$ cat config.mk
export PLATFORM = sky130hd
export DESIGN_NAME = sha512_mmio_rd_responder
export DESIGN_NICKNAME = d
export VERILOG_FILES = /design/src/rtl/sha512_pkg.sv /design/src/rtl/sha512_busy_counter.sv /design/src/rtl/sha512_mmio_rd_responder.sv
export SDC_FILE = /design/constraint.sdc
export NUM_CORES = 1
export LEC_CHECK = 0
export ABC_AREA = 1
export BUFFER_PORTS_ARGS = -buffer_cell sky130_fd_sc_hd__buf_4
export CORE_AREA = 5 5 386 388
export CTS_BUF_LIST = sky130_fd_sc_hd__clkbuf_2
export DETAILED_ROUTE_END_ITERATION = 16
export DIE_AREA = 0 0 391 393
export PLACE_DENSITY_LB_ADDON = 0.15
export SYNTH_ARGS = -nofsm -noshare
export SYNTH_HDL_FRONTEND = slang
export SYNTH_SLANG_ARGS = --single-unit
$ cat constraint.sdc
create_clock -name clk -period 2.75 [get_ports clk]
set_input_delay 0.275 -clock clk [delete_from_list [all_inputs] [get_ports clk]]
set_output_delay 0.275 -clock clk [all_outputs]
set_load 0.03 [all_outputs]
$ cat src/rtl/sha512_pkg.sv
// Shared types and register offsets for the SHA-512 host-control block.
package sha512_pkg;

  localparam int HC_BUFFER_SIZE = 3;

  typedef logic [63:0] t_hc_address;
  typedef logic [31:0] t_hc_control;

  typedef struct packed {
    t_hc_address address;
    logic [31:0] size;
  } t_hc_buffer;

  // Host MMIO request header (word address, length code, transaction id)
  typedef struct packed {
    logic [15:0] address;
    logic [1:0]  length;
    logic        rsvd;
    logic [8:0]  tid;
  } t_ccip_c0_ReqMmioHdr;

  typedef struct packed {
    t_ccip_c0_ReqMmioHdr hdr;
    logic [511:0]        data;
    logic                rspValid;
    logic                mmioRdValid;
    logic                mmioWrValid;
  } t_if_ccip_c0_Rx;

  typedef struct packed {
    logic [8:0] tid;
  } t_ccip_c2_RspMmioHdr;

  typedef struct packed {
    t_ccip_c2_RspMmioHdr hdr;
    logic                mmioRdValid;
    logic [63:0]         data;
  } t_if_ccip_c2_Tx;

  // Byte offsets of the CSR map
  localparam logic [15:0] HC_DFH           = 16'h000;
  localparam logic [15:0] HC_ID_L          = 16'h008;
  localparam logic [15:0] HC_ID_H          = 16'h010;
  localparam logic [15:0] HC_DFH_RSVD0     = 16'h018;
  localparam logic [15:0] HC_DFH_RSVD1     = 16'h020;
  localparam logic [15:0] HC_DSM_BASE      = 16'h110;
  localparam logic [15:0] HC_CONTROL       = 16'h118;
  localparam logic [15:0] HC_BUFFER_BASE   = 16'h120;
  localparam logic [15:0] HC_STATUS        = 16'h150;
  localparam logic [15:0] HC_CYCLES        = 16'h158;

  // Read pipeline stage 1: request attributes travelling with the sampled data.
  // offset is the 8-byte word index (byte address >> 3).
  typedef struct packed {
    logic        valid;
    logic [8:0]  tid;
    logic [14:0] offset;
    logic        half;
    logic [1:0]  length;
  } t_rd_stage1;

endpackage

$ cat src/rtl/sha512_busy_counter.sv
// Saturating 64-bit count of cycles the hashing core spends busy.
module sha512_busy_counter #(
  parameter logic [63:0] RESET_VALUE = '0
) (
  input  logic        clk,
  input  logic        reset_n,
  input  logic        start_pulse,
  input  logic        busy,
  output logic [63:0] count
);

  // Clear on start (wins over busy), else count busy cycles and stick at all ones
  always_ff @(posedge clk or negedge reset_n) begin
    if (!reset_n)                   count <= RESET_VALUE;
    else if (start_pulse)           count <= '0;
    else if (busy && count != '1)   count <= count + 64'd1;
  end

endmodule

$ cat src/rtl/sha512_mmio_rd_responder.sv
// Two-stage, fully pipelined MMIO read responder for the SHA-512 CSR space.
// Stage 1 snapshots the addressed 64-bit register, stage 2 selects the dword
// for 4-byte reads, applies the range check and registers the response.
module sha512_mmio_rd_responder
  import sha512_pkg::*;
#(
  parameter logic [63:0]  HC_AFU_DFH  = 64'h1000_0000_0000_0001,
  parameter logic [127:0] HC_AFU_ID   = 128'h0,
  // Counter value after reset; left at zero outside of saturation bring-up
  parameter logic [63:0]  CYCLES_INIT = 64'h0
) (
  input  logic           clk,
  input  logic           reset_n,
  input  t_if_ccip_c0_Rx rx_mmio,
  output t_if_ccip_c2_Tx tx_mmio,
  input  t_hc_address    dsm_base,
  input  t_hc_control    control,
  input  t_hc_buffer     buffers [HC_BUFFER_SIZE],
  input  logic           busy,
  input  logic           done,
  input  logic           start_pulse
);

  localparam logic [6:0] BUF_W = HC_BUFFER_BASE[9:3];

  logic [63:0] cycles;
  logic [6:0]  sel;
  logic [63:0] rd_data;
  t_rd_stage1  s1;
  logic [63:0] s1_data;
  logic [63:0] s2_data;
  logic        unused;

  sha512_busy_counter #(.RESET_VALUE(CYCLES_INIT)) u_cnt (
    .clk         (clk),
    .reset_n     (reset_n),
    .start_pulse (start_pulse),
    .busy        (busy),
    .count       (cycles)
  );

  // Only the in-page word index is decoded here; the page check is in stage 2
  assign sel = rx_mmio.hdr.address[7:1];

  // Stage 1 decode: pick the 64-bit register addressed this cycle
  always_comb begin
    rd_data = '0;
    case (sel)
      HC_DFH[9:3]:       rd_data = HC_AFU_DFH;
      HC_ID_L[9:3]:      rd_data = HC_AFU_ID[63:0];
      HC_ID_H[9:3]:      rd_data = HC_AFU_ID[127:64];
      HC_DFH_RSVD0[9:3],
      HC_DFH_RSVD1[9:3]: rd_data = '0;
      HC_DSM_BASE[9:3]:  rd_data = dsm_base;
      HC_CONTROL[9:3]:   rd_data = 64'(control);
      HC_STATUS[9:3]:    rd_data = {62'b0, done, busy};
      HC_CYCLES[9:3]:    rd_data = cycles;
      default:           rd_data = '0;
    endcase
    for (int i = 0; i < HC_BUFFER_SIZE; i++) begin
      if (sel == BUF_W + 7'(2 * i))     rd_data = buffers[i].address;
      if (sel == BUF_W + 7'(2 * i + 1)) rd_data = 64'(buffers[i].size);
    end
  end

  // Stage 1 register: request attributes plus the register snapshot
  always_ff @(posedge clk or negedge reset_n) begin
    if (!reset_n) begin
      s1      <= '0;
      s1_data <= '0;
    end else begin
      s1.valid  <= rx_mmio.mmioRdValid;
      s1.tid    <= rx_mmio.hdr.tid;
      s1.offset <= rx_mmio.hdr.address[15:1];
      s1.half   <= rx_mmio.hdr.address[0];
      s1.length <= rx_mmio.hdr.length;
      s1_data   <= rd_data;
    end
  end

  // Stage 2 mux: anything beyond the first 1 KB reads as zero; 4B reads take one dword
  always_comb begin
    s2_data = '0;
    if (s1.valid && s1.offset[14:7] == '0) begin
      if (s1.length == 2'b00) s2_data = {32'b0, s1.half ? s1_data[63:32] : s1_data[31:0]};
      else                    s2_data = s1_data;
    end
  end

  // Stage 2 register: response payload is zero whenever valid is low
  always_ff @(posedge clk or negedge reset_n) begin
    if (!reset_n) begin
      tx_mmio <= '0;
    end else begin
      tx_mmio.mmioRdValid <= s1.valid;
      tx_mmio.hdr.tid     <= s1.valid ? s1.tid : '0;
      tx_mmio.data        <= s2_data;
    end
  end

  assign unused = ^{rx_mmio.data, rx_mmio.rspValid, rx_mmio.mmioWrValid,
                    rx_mmio.hdr.rsvd, s1.offset[6:0]};

endmodule

== Word level (Yosys, flattened, before mapping) ==
Cells that the tools add are included.

* Logic and storage cells: 41
* ROM bits: 0
* Output and inout port bits: 74
* Bits in writable memories: 0
* Latch bits: 0
* Register bits: 230
* Memories: 0
* Input port bits: 932

* Div/mod/pow operators: 0
* Bitwise logic cells: 0
* Equality and inequality tests: 11
* Reductions and logical operators: 6
* Multiplexer cells: 13
* $lt $le $gt $ge: 0
* $mul: 0
* $add $sub $neg: 1
* Shifts and indexed selects: 0

{| class="wikitable"
|+ Operators by type and width
! cell !! number
|-
| $mux W64 || 10
|-
| $pmux W64 S5 || 1
|-
| $eq A7 B6 Y1 const B || 10
|-
| $add A64 B1 Y64 const B || 1
|-
| $ne A64 B64 Y1 const B || 1
|-
| $mux W32 || 1
|-
| $mux W9 || 1
|-
| $logic_not A8 Y1 || 1
|-
| $logic_not A7 Y1 || 1
|-
| $logic_and A1 B1 Y1 || 2
|-
| $logic_not A2 Y1 || 1
|-
| $reduce_bool A2 Y1 || 1
|}

== Depth between registers and ports, before layout ==
* Word-level depth: 8
* Mapped depth: 12
* Depth with buffers taken out: 11

== Hierarchy ==
A second synthesis with hierarchy kept.

* Cells, all modules: 1874
* Area, all modules: 13112.6 µm²

{| class="wikitable"
|+ By module, submodules not included
! module !! cells an instance !! area each (µm²) !! times used !! sequential area each (µm²)
|-
| sha512_mmio_rd_responder || 1138 || 8486.9 || 1 || 3978.8
|-
| sha512_busy_counter || 736 || 4625.7 || 1 || 1601.5
|}

== Worst setup path after synthesis ==
Ideal clock, no wire load.

* Kind: register to register
* From: register u_cnt.count[0]
* To: register u_cnt.count[23]
* Path slack: 800 ps
* Path buffers: 2
* Required time: 2633 ps
* Data arrival time: 1832 ps
* Stages on the path, launching flop included: 13
* Setup time: 117 ps
* Period minus slack after synthesis: 1950 ps
* Cell sequence: dfrtp_1 > ha_1 > inv_2 > nor2_4 > nand2_4 > nor2_4 > nand2_2 > nor2_2 > nor2_2 > buf_6 > buf_6 > nand3_2 > nand2_1

* Longest elaborated chain between the ends: 3
* Elaborated cells on any way between the ends: 6
* Those cells by class: add/sub (1); eq/ne (1); mux (2); reduce/logical (2)

{| class="wikitable"
|+ RTL lines
! element !! RTL line !! text
|-
| start: declaration || sha512_busy_counter.sv:9 || <nowiki>output logic [63:0] count</nowiki>
|-
| start signal: assignment || sha512_busy_counter.sv:16 || <nowiki>else if (busy && count != '1) count <= count + 64'd1;</nowiki>
|-
| $add A64 B1 Y64 / $ne A64 B64 Y1 (equally long branches) || sha512_busy_counter.sv:16 ||
|-
| $mux W64 / $logic_and A1 B1 Y1 (equally long branches) || sha512_busy_counter.sv:16 ||
|-
| $mux W64 / $reduce_bool A2 Y1 (equally long branches) || n/a ||
|}

Parallel ways exist; a longest one is shown, timed or not. The select of a mux whose other input is x is not followed.
A chain may end at the register's enable or synchronous reset.

== Worst setup path in the final report ==
* From: register u_cnt.count[24]
* To: register s1_data[24]

* Longest elaborated chain between the ends: 7

{| class="wikitable"
|+ RTL lines
! element !! RTL line !! text
|-
| $pmux W64 S5 || sha512_mmio_rd_responder.sv:48 || <nowiki>case (sel)</nowiki>
|-
| $mux W64 || sha512_mmio_rd_responder.sv:61 || <nowiki>if (sel == BUF_W + 7'(2 * i)) rd_data = buffers[i].address;</nowiki>
|-
| $mux W64 || sha512_mmio_rd_responder.sv:62 || <nowiki>if (sel == BUF_W + 7'(2 * i + 1)) rd_data = 64'(buffers[i].size);</nowiki>
|-
| $mux W64 || sha512_mmio_rd_responder.sv:61 ||
|-
| $mux W64 || sha512_mmio_rd_responder.sv:62 ||
|-
| $mux W64 || sha512_mmio_rd_responder.sv:61 ||
|-
| $mux W64 || sha512_mmio_rd_responder.sv:62 ||
|-
| named net rd_data[24] || sha512_mmio_rd_responder.sv:28 || <nowiki>logic [63:0] rd_data;</nowiki>
|-
| end signal: assignment || sha512_mmio_rd_responder.sv:77 || <nowiki>s1_data <= rd_data;</nowiki>
|-
| end: declaration || sha512_mmio_rd_responder.sv:30 || <nowiki>logic [63:0] s1_data;</nowiki>
|}

The timed path passes the listed nets, and every way through them passes these cells.

==> impl_metrics.py <==
metrics = {
    "status": {
        "status": "complete, no violations",
    },
    "yosys": {
        "synthAdderAreaFrac_pct": 0.0961,
        "synth_area_um2": 13000,
        "synth_seq_cells": 223,
        "synthesis.nets": 2787,
        "synth_compound_area_share_pct": 4.95,
        "synthSimpleGateAreaFrac_pct": 42.2,
        "yosysUniqueCellTypes": 33,
        "synth_top_family_by_area": "simple AND/OR/NAND/NOR gates",
        "synth_mux_area_share_pct": 0,
        "synthArstFlopShare_pct": 100,
        "synth_ff_type": "dfrtp_1",
        "synth_area_per_cell_um2": 7.02,
        "yosysTopAreaCellShare_pct": 42.9,
        "synthTopCellsByArea": "dfrtp_1 43%, nand2_1 17%, nand3_1 9.6%",
        "synth-seq-area-share_pct": 42.9,
        "synth-edff-count": 0,
        "synth_xor_area_share_pct": 2.09,
        "synth_warnings": 0,
        "yosysTopAreaCell": "dfrtp_1",
        "synthCells": 1854,
    },
    "floorplan": {
        "core_um2": 145000,
        "die_h_um": 393,
        "rows": 140,
        "start_util_pct": 8.98,
        "chipWidth_um": 391,
        "dieArea_um2": 154000,
        "ioPinCount": 1006,
    },
    "global_routing": {
        "gr-total-overflow": 0,
        "grt_pass1_wl_mm": 131,
        "grt_use_total_pct": 12.2,
        "antenna_found_initial": 22,
        "grt_start_max_net_pins": 73,
        "grt_pass1_vias": 16500,
    },
    "timing": {
        "rsz0062_at_grt": "no",
        "max_slew_margin_pct": 47.1,
        "hold_viol_final": 0,
        "worst_pin_slew_ps": 790,
        "holdWs_ps": 151,
        "max_freq_mhz": 373,
        "final.period_utilization_pct": 97.6,
        "fin_crit_ps": 2680,
        "slew_violations": 0,
        "finalSetupTns_ps": 0,
        "setup_viol": 0,
        "skew_ps": 121,
    },
    "critical_path": {
        "path_max_fanout": 5,
        "critPathMaxStageDelay_ps": 570,
        "crit_slowest_cell": "dlygate4sd3_1",
        "cp.required_ps": 3590,
        "crit_chain": "nand3_1 > nand2_1 > inv_1 > nand4_1 > nor2_1 > buf_4 > nand4_1 > dlygate4sd3_1 > dlygate4sd3_1",
        "start_kind": "register",
        "critical_path_class": "reg2reg",
        "end_kind": "register",
        "worstPathArrival_ps": 3530,
    },
    "placed_design": {
        "dpl.hpwl_mm": 79.8,
        "port_buffers": 490,
        "dpl-instance-area_um2": 19700,
        "gp_congestion": 0.790,
    },
    "power_and_ir_drop": {
        "p_switching_w": 0.00225,
        "vdd_drop_max_mv": 0.138,
        "leakagePower_nw": 10.4,
        "intPower_w": 0.00505,
        "p_sw_share_pct": 30.8,
        "pwr-share-comb_pct": 16.1,
        "clockPowerShare_pct": 38.1,
        "seqPwrFrac_pct": 45.8,
        "power_density_nw_per_um2": 318,
    },
    "routing": {
        "dr.pass1.iters": 5,
        "wl_per_cell_um": 21.0,
        "drc_errors": 0,
        "avgViaCountPerCell": 3.38,
        "drt_iter0_markers": 776,
        "ant_nets": 0,
        "vias": 15700,
        "drt-total-wl_mm": 97.3,
    },
    "clock_network": {
        "cts_sinks": 223,
        "clk-insertion-delay-late_ps": 1060,
        "cts_tree": "yes",
        "cts_made_buffers": 70,
        "clk_path_buf_depth": 3,
        "clk_pin_slew_ps": 100,
        "cts.root.buffer_cell": "clkbuf_2",
        "htreeDepth": 3,
    },
    "cells_and_area": {
        "regArea_um2": 5600,
        "drive_gt1_share_pct": 27.3,
        "fin_nets": 3601,
        "fillerInstances": 16800,
        "multi_input_area_um2": 6510,
        "area_growth_pct": 76.3,
        "final_area_um2": 23000,
    },
    "run": {
        "maxCapViolations": 0,
    },
    "min_path": {
        "min_path_type": "in2reg",
    },
}
-- synth_stat cells (2+ instances only) --
library cell / instances
nand2_1: 594
nand3_1: 250
dfrtp_1: 223
nor2_1: 211
inv_1: 143
nand4_1: 102
a21oi_1: 67
clkbuf_1: 64
o21ai_0: 58
nor3b_1: 31
xor2_1: 26
buf_6: 13
nand3_2: 11
buf_1: 10
nand3b_1: 10
buf_2: 7
xnor2_1: 5
nor2_2: 4
and3_1: 3
nor2_4: 3
clkinv_1: 2
inv_2: 2
nand2_2: 2
nor3_1: 2
nor3_2: 2
nor4_1: 2
-- worst max-delay path: cells and delay by family (launching register included) --
kind / cells / cell delay [ps]
buffers and inverters: 4 / 1410
and+or+nand+nor: 5 / 720
DFF: 1 / 440
-- routing by layer --
layer  global-route usage, %  wire length [µm]
met1                    15.1             40900
met2                    20.8             46400
met3                    3.56              8020
met4                    2.76              1820
met5                    1.18               102
-- sequential cells by signal, indices dropped and copies added (netlist names) --
signal / flops
u_cnt.count: 64
s1: 21
s1_data: 64
tx_mmio: 74
-- worst paths after layout --
kind	from	end	slack, ps	depth (start not counted)
max	u_cnt.count[24]$_DFFE_PN0P_	s1_data[24]$_DFF_PN0_	70	9
min	buffers[151]	s1_data[23]$_DFF_PN0_	150	6
max reg2reg	u_cnt.count[24]$_DFFE_PN0P_	s1_data[24]$_DFF_PN0_	70	9
min reg2reg	s1[26]$_DFF_PN0_	tx_mmio[73]$_DFF_PN0_	430	2
max in group asynchronous	reset_n	s1_data[58]$_DFF_PN0_	1850	4
min in group asynchronous	reset_n	tx_mmio[34]$_DFF_PN0_	400	4
-- cells in the final DEF, fill, tap and decap left out, types with 24 or more instances in the layout --
cell type | netlist | final
nor3b_1 | 31 | 31
dfrtp_1 | 223 | 209
xor2_1 | 26 | 26
inv_1 | 143 | 142
a21oi_1 | 67 | 67
buf_12 | 0 | 24
nand2_1 | 594 | 592
nand4_1 | 102 | 102
buf_4 | 0 | 555
nor2_1 | 211 | 200
clkbuf_2 | 0 | 96
nand3_1 | 250 | 249
o21ai_0 | 58 | 58
dlygate4sd3_1 | 0 | 255
-- metrics by stage --
| step | total power (W) | utilization, % | worst slack (ps) | std cells |
|---|---|---|---|---|
| final | 0.00730 | 15.8 | 66.4 | 4642 |
| after global routing | 0.00772 | 15.8 | 2.30 | 4636 |
| after CTS | 0.00752 | 15.8 | 7.56 | 4630 |
| after detailed placement | 0.00437 | 13.6 | 165 | 4253 |
| after global placement | 0.00437 | 13.6 | 197 | 4253 |
| after floorplan | 0.00361 | - | 800 | 1854 |
-- power groups by stage --
stage / Clock, W / Combinational (W) / Sequential, W
6_report: 0.00278 / 0.00117 / 0.00335
5_1_grt: 0.00310 / 0.00127 / 0.00335
4_1_cts: 0.00297 / 0.00120 / 0.00335
3_5_place_dp: 0 / 0.000962 / 0.00341
3_3_place_gp: 0 / 0.000961 / 0.00341
2_1_floorplan: 0 / 0.000193 / 0.00341
-- cell type report --
class | count | share of cell area (%)
Inverter | 147 | 2.40
Tap cell | 1917 | 10.5
Clock buffer | 96 | 2.09
Multi-Input combinational cell | 1390 | 28.4
Clock inverter | 25 | 0.660
Sequential cell | 223 | 24.4
Antenna cell | 8 | 0.0872
Timing Repair Buffer | 836 | 31.6
-- timing repair --
action | CTS | global route
hold buffers | 256 | 0
buffers inserted | 0 | 4
endpoints found under the setup margin | 0 | 6
endpoints found under the hold margin | 372 | 0
resized for setup | 0 | 19
-- cell families after synthesis --
| group | count (synthesis) |
|---|---|
| flip-flops | 223 |
| AO/OA/AOI/OAI | 128 |
| XOR/XNOR | 31 |
| buffers and inverters | 241 |
| adder cells (fa/ha/maj) | 1 |
| AND/OR/NAND/NOR | 1230 |
No activity file was read; power rests on OpenSTA's default activity.
